--- src/rtl/soc_video_scanout.sv ---
// VGA scan-out engine: timing generator, framebuffer address sequencer and registered pixel decode.
// Optional palette lookup for pixel mode 2 is built when SOC_VIDEO_PALETTE_EN is defined.
module soc_video_scanout #(
  parameter int H_ACTIVE    = 640,
  parameter int H_FP        = 16,
  parameter int H_SYNC      = 96,
  parameter int H_BP        = 48,
  parameter int V_ACTIVE    = 480,
  parameter int V_FP        = 10,
  parameter int V_SYNC      = 2,
  parameter int V_BP        = 33,
  parameter bit HS_POL      = 1'b0,
  parameter bit VS_POL      = 1'b0,
  parameter int SCALE_SHIFT = 0,
  parameter int FB_LATENCY  = 1,
  parameter int ADDR_WIDTH  = 32
) (
  input  logic                  clk,
  input  logic                  res,
  input  logic                  enable,
  input  logic [1:0]            pxl_mode,
  output logic [ADDR_WIDTH-1:0] pxl_addr,
  input  logic [7:0]            pxl_data,
  output logic                  vga_hsync,
  output logic                  vga_vsync,
  output logic [3:0]            vga_r,
  output logic [3:0]            vga_g,
  output logic [3:0]            vga_b,
  output logic                  vblank_irq,
  output logic [15:0]           frame_cnt
`ifdef SOC_VIDEO_PALETTE_EN
  ,
  input  logic                  pal_we,
  input  logic [7:0]            pal_idx,
  input  logic [11:0]           pal_wdata
`endif
);

  localparam int H_TOTAL = H_ACTIVE + H_FP + H_SYNC + H_BP;
  localparam int V_TOTAL = V_ACTIVE + V_FP + V_SYNC + V_BP;
  localparam int HW      = $clog2(H_TOTAL + 1);
  localparam int VW      = $clog2(V_TOTAL + 1);

  localparam logic [HW-1:0] H_LAST   = HW'(H_TOTAL - 1);
  localparam logic [HW-1:0] H_ACT    = HW'(H_ACTIVE);
  localparam logic [HW-1:0] HS_START = HW'(H_ACTIVE + H_FP);
  localparam logic [HW-1:0] HS_END   = HW'(H_ACTIVE + H_FP + H_SYNC);
  localparam logic [VW-1:0] V_LAST   = VW'(V_TOTAL - 1);
  localparam logic [VW-1:0] V_ACT    = VW'(V_ACTIVE);
  localparam logic [VW-1:0] VS_START = VW'(V_ACTIVE + V_FP);
  localparam logic [VW-1:0] VS_END   = VW'(V_ACTIVE + V_FP + V_SYNC);
  localparam logic [VW-1:0] V_MASK   = VW'((1 << SCALE_SHIFT) - 1);
  localparam logic [ADDR_WIDTH-1:0] LINE_W = ADDR_WIDTH'(H_ACTIVE >> SCALE_SHIFT);

  typedef enum logic [1:0] {
    MODE_RGB332   = 2'd0,
    MODE_GREY8    = 2'd1,
    MODE_PALETTE  = 2'd2,
    MODE_RESERVED = 2'd3
  } pxl_mode_e;

  logic [HW-1:0]         h_cnt, h_next;
  logic [VW-1:0]         v_cnt, v_next;
  logic                  h_last, v_last, frame_wrap, line_step;
  logic                  active, hs_on, vs_on;
  logic [ADDR_WIDTH-1:0] line_base;
  logic [FB_LATENCY:0]   act_pipe, hs_pipe, vs_pipe;
  logic [11:0]           pix_rgb;
  pxl_mode_e             mode;

`ifdef SOC_VIDEO_PALETTE_EN
  logic [11:0] palette [256];

  // Palette has no reset; contents persist across res.
  always_ff @(posedge clk) begin
    if (pal_we) palette[pal_idx] <= pal_wdata;
  end
`endif

  always_comb begin
    h_last     = (h_cnt == H_LAST);
    v_last     = (v_cnt == V_LAST);
    h_next     = h_last ? '0 : h_cnt + HW'(1);
    v_next     = v_cnt;
    if (h_last) v_next = v_last ? '0 : v_cnt + VW'(1);
    frame_wrap = h_last && v_last;
    // A new framebuffer row starts only every 2^SCALE_SHIFT display lines.
    line_step  = h_last && !v_last && ((v_next & V_MASK) == '0);
    active     = (h_cnt < H_ACT) && (v_cnt < V_ACT);
    hs_on      = (h_cnt >= HS_START) && (h_cnt < HS_END);
    vs_on      = (v_cnt >= VS_START) && (v_cnt < VS_END);
  end

  always_comb begin
    mode    = pxl_mode_e'(pxl_mode);
    pix_rgb = '0;
    case (mode)
      MODE_RGB332: pix_rgb = {pxl_data[7:5], pxl_data[7], pxl_data[4:2], pxl_data[4],
                              pxl_data[1:0], pxl_data[1:0]};
      MODE_GREY8:  pix_rgb = {pxl_data[7:4], pxl_data[7:4], pxl_data[7:4]};
`ifdef SOC_VIDEO_PALETTE_EN
      // Read before the same-edge write lands, so a colliding write shows the old entry.
      MODE_PALETTE: pix_rgb = palette[pxl_data];
`endif
      default:     pix_rgb = '0;
    endcase
    if (!act_pipe[FB_LATENCY] || !enable) pix_rgb = '0;
  end

  always_ff @(posedge clk) begin
    if (!res) begin
      h_cnt      <= '0;
      v_cnt      <= '0;
      line_base  <= '0;
      pxl_addr   <= '0;
      frame_cnt  <= '0;
      vblank_irq <= 1'b0;
      act_pipe   <= '0;
      hs_pipe    <= '0;
      vs_pipe    <= '0;
      vga_hsync  <= ~HS_POL;
      vga_vsync  <= ~VS_POL;
      vga_r      <= '0;
      vga_g      <= '0;
      vga_b      <= '0;
    end else begin
      h_cnt <= h_next;
      v_cnt <= v_next;
      if (frame_wrap)     line_base <= '0;
      else if (line_step) line_base <= line_base + LINE_W;
      if (active) pxl_addr <= line_base + ADDR_WIDTH'(h_cnt >> SCALE_SHIFT);
      if (frame_wrap) frame_cnt <= frame_cnt + 16'd1;
      vblank_irq <= h_last && (v_next == V_ACT);
      // Stage k holds the flags for the address issued k+1 cycles ago; the last stage meets pxl_data.
      act_pipe <= {act_pipe[FB_LATENCY-1:0], active};
      hs_pipe  <= {hs_pipe[FB_LATENCY-1:0], hs_on};
      vs_pipe  <= {vs_pipe[FB_LATENCY-1:0], vs_on};
      vga_hsync <= hs_pipe[FB_LATENCY] ? HS_POL : ~HS_POL;
      vga_vsync <= vs_pipe[FB_LATENCY] ? VS_POL : ~VS_POL;
      {vga_r, vga_g, vga_b} <= pix_rgb;
    end
  end

endmodule

--- config.mk ---
export PLATFORM = sky130hd
export DESIGN_NAME = soc_video_scanout
export DESIGN_NICKNAME = d
export VERILOG_FILES = /design/src/rtl/soc_video_scanout.sv
export SDC_FILE = /design/constraint.sdc
export NUM_CORES = 1
export LEC_CHECK = 0
export ABC_AREA = 1
export BUFFER_PORTS_ARGS = -buffer_cell sky130_fd_sc_hd__buf_2
export CAP_MARGIN = 20
export CORE_MARGIN = 10
export CORE_UTILIZATION = 58
export DETAILED_ROUTE_END_ITERATION = 8
export GPL_ROUTABILITY_DRIVEN = 0
export PLACE_DENSITY = 0.84
export SLEW_MARGIN = 20
export SYNTH_ARGS = -nofsm -noshare
export SYNTH_HDL_FRONTEND = slang
export SYNTH_SLANG_ARGS = --single-unit
--- constraint.sdc ---
create_clock -name clk -period 2.7 [get_ports clk]
set_input_delay 0.405 -clock clk [delete_from_list [all_inputs] [get_ports clk]]
set_output_delay 0.405 -clock clk [all_outputs]
set_load 0.02 [all_outputs]
======== After elaboration in Yosys (flattened, before gate mapping) ========
Index checks and enable logic that the tools add are counted.
cells by class
  add/subtract/negate cells ............... 5
  $lt $le $gt $ge ......................... 6
  equal/unequal tests ..................... 4
  muxes and demuxes ....................... 5
  bitwise logic cells ..................... 1
  reductions and logical operators ........ 14
operator list
  kind                                                   count
  adder 32 x 10 -> 32 bit                                1
  adder 32 x 10 -> 32 bit (second input constant)        1
  case mux 12 bit (2 select lines)                       1
  adder 10 x 1 -> 10 bit (second input constant)         2
  == test 10 bit (second input constant)                 2
  < comparator 10 bit (second input constant)            2
  < comparator 10 x 9 -> 1 bit (second input constant)   2
  two-way mux 10 bit                                     2
  adder 16 x 1 -> 16 bit (second input constant)         1
  == test 10 x 9 -> 1 bit (second input constant)        1
  >= comparator 10 bit (second input constant)           1
  >= comparator 10 x 9 -> 1 bit (second input constant)  1
  logical AND 1 bit                                      6
  OR reduction 2 bit                                     3
  logical NOT 1 bit                                      3
  == test 2 x 1 -> 1 bit (second input constant)         1
  logical NOT 2 bit                                      1
  two-way mux 1 bit                                      2
  logical OR 1 bit                                       1
  inverter 1 bit                                         1
word-level totals
  register bits after elaboration ......... 121
  input port bits ......................... 13
  output and inout port bits .............. 63
  word-level logic and storage cells ...... 49

======== Depth between registers and ports, before layout ========
  word-level depth ........................ 5
  depth in mapped cells ................... 15

======== Least setup slack after synthesis ========
OpenSTA, ideal clock, no wires.
  path type ............................... reg-to-reg
  start ................................... register h_cnt[7]
  end ..................................... register pxl_addr[25]
  arrival time ............................ 1,910 ps
  data required time ...................... 2,580 ps
  path slack .............................. 670 ps
  cell stages (with the launch flop) ...... 13
  period minus slack after synthesis ...... 2,030 ps
  cell sequence ........................... dfxtp_1 > ha_1 > inv_1 > fa_1 > inv_1 > nand2_1 > nand2_1 > nand2_1 > nor2_1 > nand2_1 > nor2_1 > xor2_1 > a21oi_1
on the way
  word-level cells in the longest chain between the ends .. 2
ends and longest elaborated chain
  item                                                             line  source
  from (decl)                                                      62    logic [HW-1:0] h_cnt, h_next;
  from (signal assigned)                                           127   h_cnt <= h_next;
  branches (longest 2 deep; another with adder 32 x 10 -> 32 bit)  n/a
  to (signal assigned)                                             131   if (active) pxl_addr <= line_base + ADDR_WIDTH'(h_cnt >> SCALE_SHIFT);
  to (decl)                                                        22    output logic [ADDR_WIDTH-1:0] pxl_addr,
Parallel ways; which one is timed is not known.
A chain may end at the register's enable or synchronous reset.

======== Final worst setup path ========
  start ................................... register h_cnt[7]
  end ..................................... register pxl_addr[17]
Same word-level chain as after synthesis.

==> flow_summary_export.csv <==
group,metric,value,unit
timing,rsz0062_at_grt,"no",
drt,drtAntennaViolNets,0,
global_route,grt_util_met2,0.3348,
clock_tree,cts_resized,0,
cells_and_area,fillCellCount,822,
timing,fmax,0.4208,GHz
timing,finalCritPeriodShare,0.8802,
worst_setup_path,crit_path_end_kind,"flip-flop",
drt,initialDrtViolationCount,452,
power_and_ir_drop,p_int,3.129,mW
clock_tree,numCtsBuffers,17,
synthesis,ys_seq_area_frac,0.4019,
worst_setup_path,crit_top_cell,"nand2_1",
synthesis,syn_area_per_cell,6.977,µm²
drt,wl_per_cell,13.94,µm
floorplanning,placeableCoreArea,0.009639,mm²
synthesis,ys_types,41,
synthesis,yosysMostFrequentCell,"nand2_1",
worst_setup_path,setup.worst_path.start_class,"flip-flop",
worst_setup_path,cpPeakStageDelay,460,ps
synthesis,syn_inst,814,
timing,finalClockSkew,8.129,ps
global_route,grt_usage,0.2037,
timing,hold_viol,0,
drt,via_per_inst,5.343,
clock_tree,cts_sinks,114,
timing,slew_headroom,0.6544,
synthesis,ys_seq_elements,114,
placement,port-buffer-count,75,
drt,routed_wl,14.47,mm
timing,fin_ws,323.5,ps
power_and_ir_drop,swShare,0.2218,
placement,post-dp-hpwl,10.33,mm
power_and_ir_drop,power_frac_comb,0.021,
timing,tightestPinTransition,516.5,ps
floorplanning,die_h,119.0,µm
worst_setup_path,critPathArrivalTime,2790,ps
min_path,hp-class,"in2reg",
flow_run,max_cap_violations,0,
timing,fin_crit,2377,ps
floorplanning,initial_utilization,0.5892,
drt,via_count,5546,
synthesis,ys_top_cells_by_count,"176 x nand2_1, 114 x dfxtp_1, 112 x inv_1, 103 x nor2_1, 67 x nand3_1",
global_route,busiest_layer,"met2",
worst_setup_path,worstPathRequired,3120,ps
clock_tree,hold_buffers,0,
cells_and_area,drive_gt1_frac,0.1536,
global_route,gr-usage-met3,0.06471,
floorplanning,rows,36,
global_route,antenna_found_initial,0,
synthesis,synth_edf_count,0,
timing,finalSetupTns,0,ps
floorplanning,pin_count,76,
global_route,grt_max_degree,43,
synthesis,yosysTopAreaCell,"dfxtp_1",
status,outcome,"completed",
synthesis,ys_warn_count,0,
synthesis,yosysTopAreaCellShare,0.4019,
clock_tree,cts_buffer_depth,2,
clock_tree,h-tree-depth,4,
floorplanning,die_area,0.01415,mm²
timing,slew_viol_final,0,
worst_setup_path,critPathKind,"reg2reg",
power_and_ir_drop,power_density,595.7,mW/mm²
drt,dr.pass1.iters,5,
power_and_ir_drop,peakVddDrop,0.4243,mV
timing,finalSetupViolations,0,
global_route,grt-ovfl-total,0,
worst_setup_path,path_cells,"ha_1 -> inv_1 -> fa_1 -> inv_1 -> nand2_1 -> nand2_1 -> nand2_1 -> nor2_1 -> nand2_1 -> xor2_1 -> o21ai_0 -> inv_1",
placement,place_ws,395.0,ps
cells_and_area,multi_input_area,0.002846,mm²
cells_and_area,fin_nets,915,
power_and_ir_drop,p_total,4.021,mW
power_and_ir_drop,p_sw,0.8916,mW
global_route,grt_pass1_wl,24.15,mm
cells_and_area,fin_cells,1038,
drt,route.detailed.drc,0,
global_route,grt_util_met1,0.2450,
clock_tree,clk_transition_reported_paths,60,ps
clock_tree,cts_tree,"done",
cells_and_area,ff_latch_area,0.002282,mm²
synthesis,syn_area,0.005679,mm²
power_and_ir_drop,p_leak,3.155,nW
cells_and_area,n_antenna_cell,0,
clock_tree,clk_latency,530,ps
synthesis,synth-main-ff-cell,"dfxtp_1",
floorplanning,die_w,119.0,µm
clock_tree,root_buffer,"clkbuf_8",
power_and_ir_drop,sequentialPowerShare,0.422,
placement,place_inst,1006,
worst_setup_path,slowest_stage,"dfxtp_1",
worst_setup_path,path_max_fanout,7,
power_and_ir_drop,clockPowerShare,0.557,
cells_and_area,syn_to_final_growth,18.84,%
clock_tree,cts_setup_buffers,0,
synthesis,synthArstFlopShare,0,
global_route,grt_pass1_vias,5134,
synthesis,synthTopCellsByArea,"dfxtp_1 40%, nand2_1 12%, inv_1 7.4%, nor2_1 6.8%, nand3_1 5.9%",
synthesis,synth_nets,837,
[power by group through the flow]
stage | Combinational, mW | Clock (mW) | Sequential (mW)
final | 0.0838 | 2.24 | 1.70
after global routing | 0.0932 | 2.35 | 1.70
after CTS | 0.0836 | 2.25 | 1.70
after detailed placement | 0.0825 | 0 | 1.73
after global placement | 0.0820 | 0 | 1.73
after floorplan | 0.0478 | 0 | 1.74
[routing by layer]
metal / up-vias / share of wire
met3: 28 / 0.084
met2: 220 / 0.47
met5: - / 0
met1: 2513 / 0.43
li1: 2785 / -
met4: 0 / 0.017
[state kept, by name (all words and copies together), names as in the netlist]
register and count:
vga_g 4, vs_pipe 2, frame_cnt 16, vblank_irq 1, vga_b 4, pxl_addr 32
vga_r 4, act_pipe 2, vga_vsync 1, v_cnt 10, h_cnt 10, line_base 25
vga_hsync 1, hs_pipe 2
[metrics by stage]
| step | area [µm²] | util | hold WS (ps) |
|---|---|---|---|
| CTS | 6749 | 0.7002 | 91.42 |
| detailed placement | 6151 | 0.6381 | 349.0 |
| finish | 6749 | 0.7002 | 100.2 |
| floorplan | 5679 | - | 343.4 |
| global route | 6749 | 0.7002 | 100.7 |
| global placement | 6151 | 0.6381 | 349.2 |
[kinds of logic (layout without fill, tap and decap cells)]
family                     Yosys count  in the layout  share of synthesized area
buffers and inverters              136            227                    0.09694
and+or+nand+nor                    414            414                     0.3327
DFF                                114            114                     0.4019
AOI/OAI and AO/OA                  117            117                     0.1097
adders and majority gates           10             10                    0.02335
xor gates and xnor gates            23             23                    0.03547
[path summary, 6_finish.rpt]
path	endpoint	cells after the start	start	slack (ps)
min	vga_r[2]	3	pxl_data[6]	100
min reg2reg	vga_hsync	1	hs_pipe[1]	360
max	pxl_addr[17]	12	h_cnt[7]	320
max reg2reg	pxl_addr[17]	12	h_cnt[7]	320
[area by class of cell]
cell class	count	area share
Multi-Input combinational cell	564	0.4218
Sequential cell	114	0.3382
Clock buffer	17	0.06136
Inverter	116	0.06489
Clock inverter	15	0.02725
Tap cell	133	0.02466
Timing Repair Buffer	79	0.06192
[cells in the final DEF (no fill, tap or decap), drive strengths merged]
| cell | instances |
|---|---|
| and3 | 3 |
| o32ai | 1 |
| a311oi | 1 |
| o211ai | 7 |
| a21oi | 59 |
| nor3 | 24 |
| inv | 118 |
| ha | 9 |
| xor2 | 18 |
| nand3 | 69 |
| or2 | 1 |
| bufinv | 3 |
| fa | 1 |
| nor4 | 1 |
| dfxtp | 114 |
| xnor2 | 5 |
| o221ai | 1 |
| clkinvlp | 3 |
| nor3b | 4 |
| a211oi | 1 |
| nand4 | 16 |
| nand3b | 1 |
| nand2 | 182 |
| clkbuf | 17 |
| clkinv | 7 |
| nor2 | 113 |
| o21ai | 45 |
| a31oi | 2 |
| buf | 79 |
[critical path: cells and delay by family, from the launching register on]
kind,cells,cell delay (ps)
flops,1,460
xor+xnor,1,160
compound gates,1,160
buf+inv,3,190
fa+ha+maj,2,610
simple gates,5,680
Note: power is estimated with default switching activity, not from simulation.
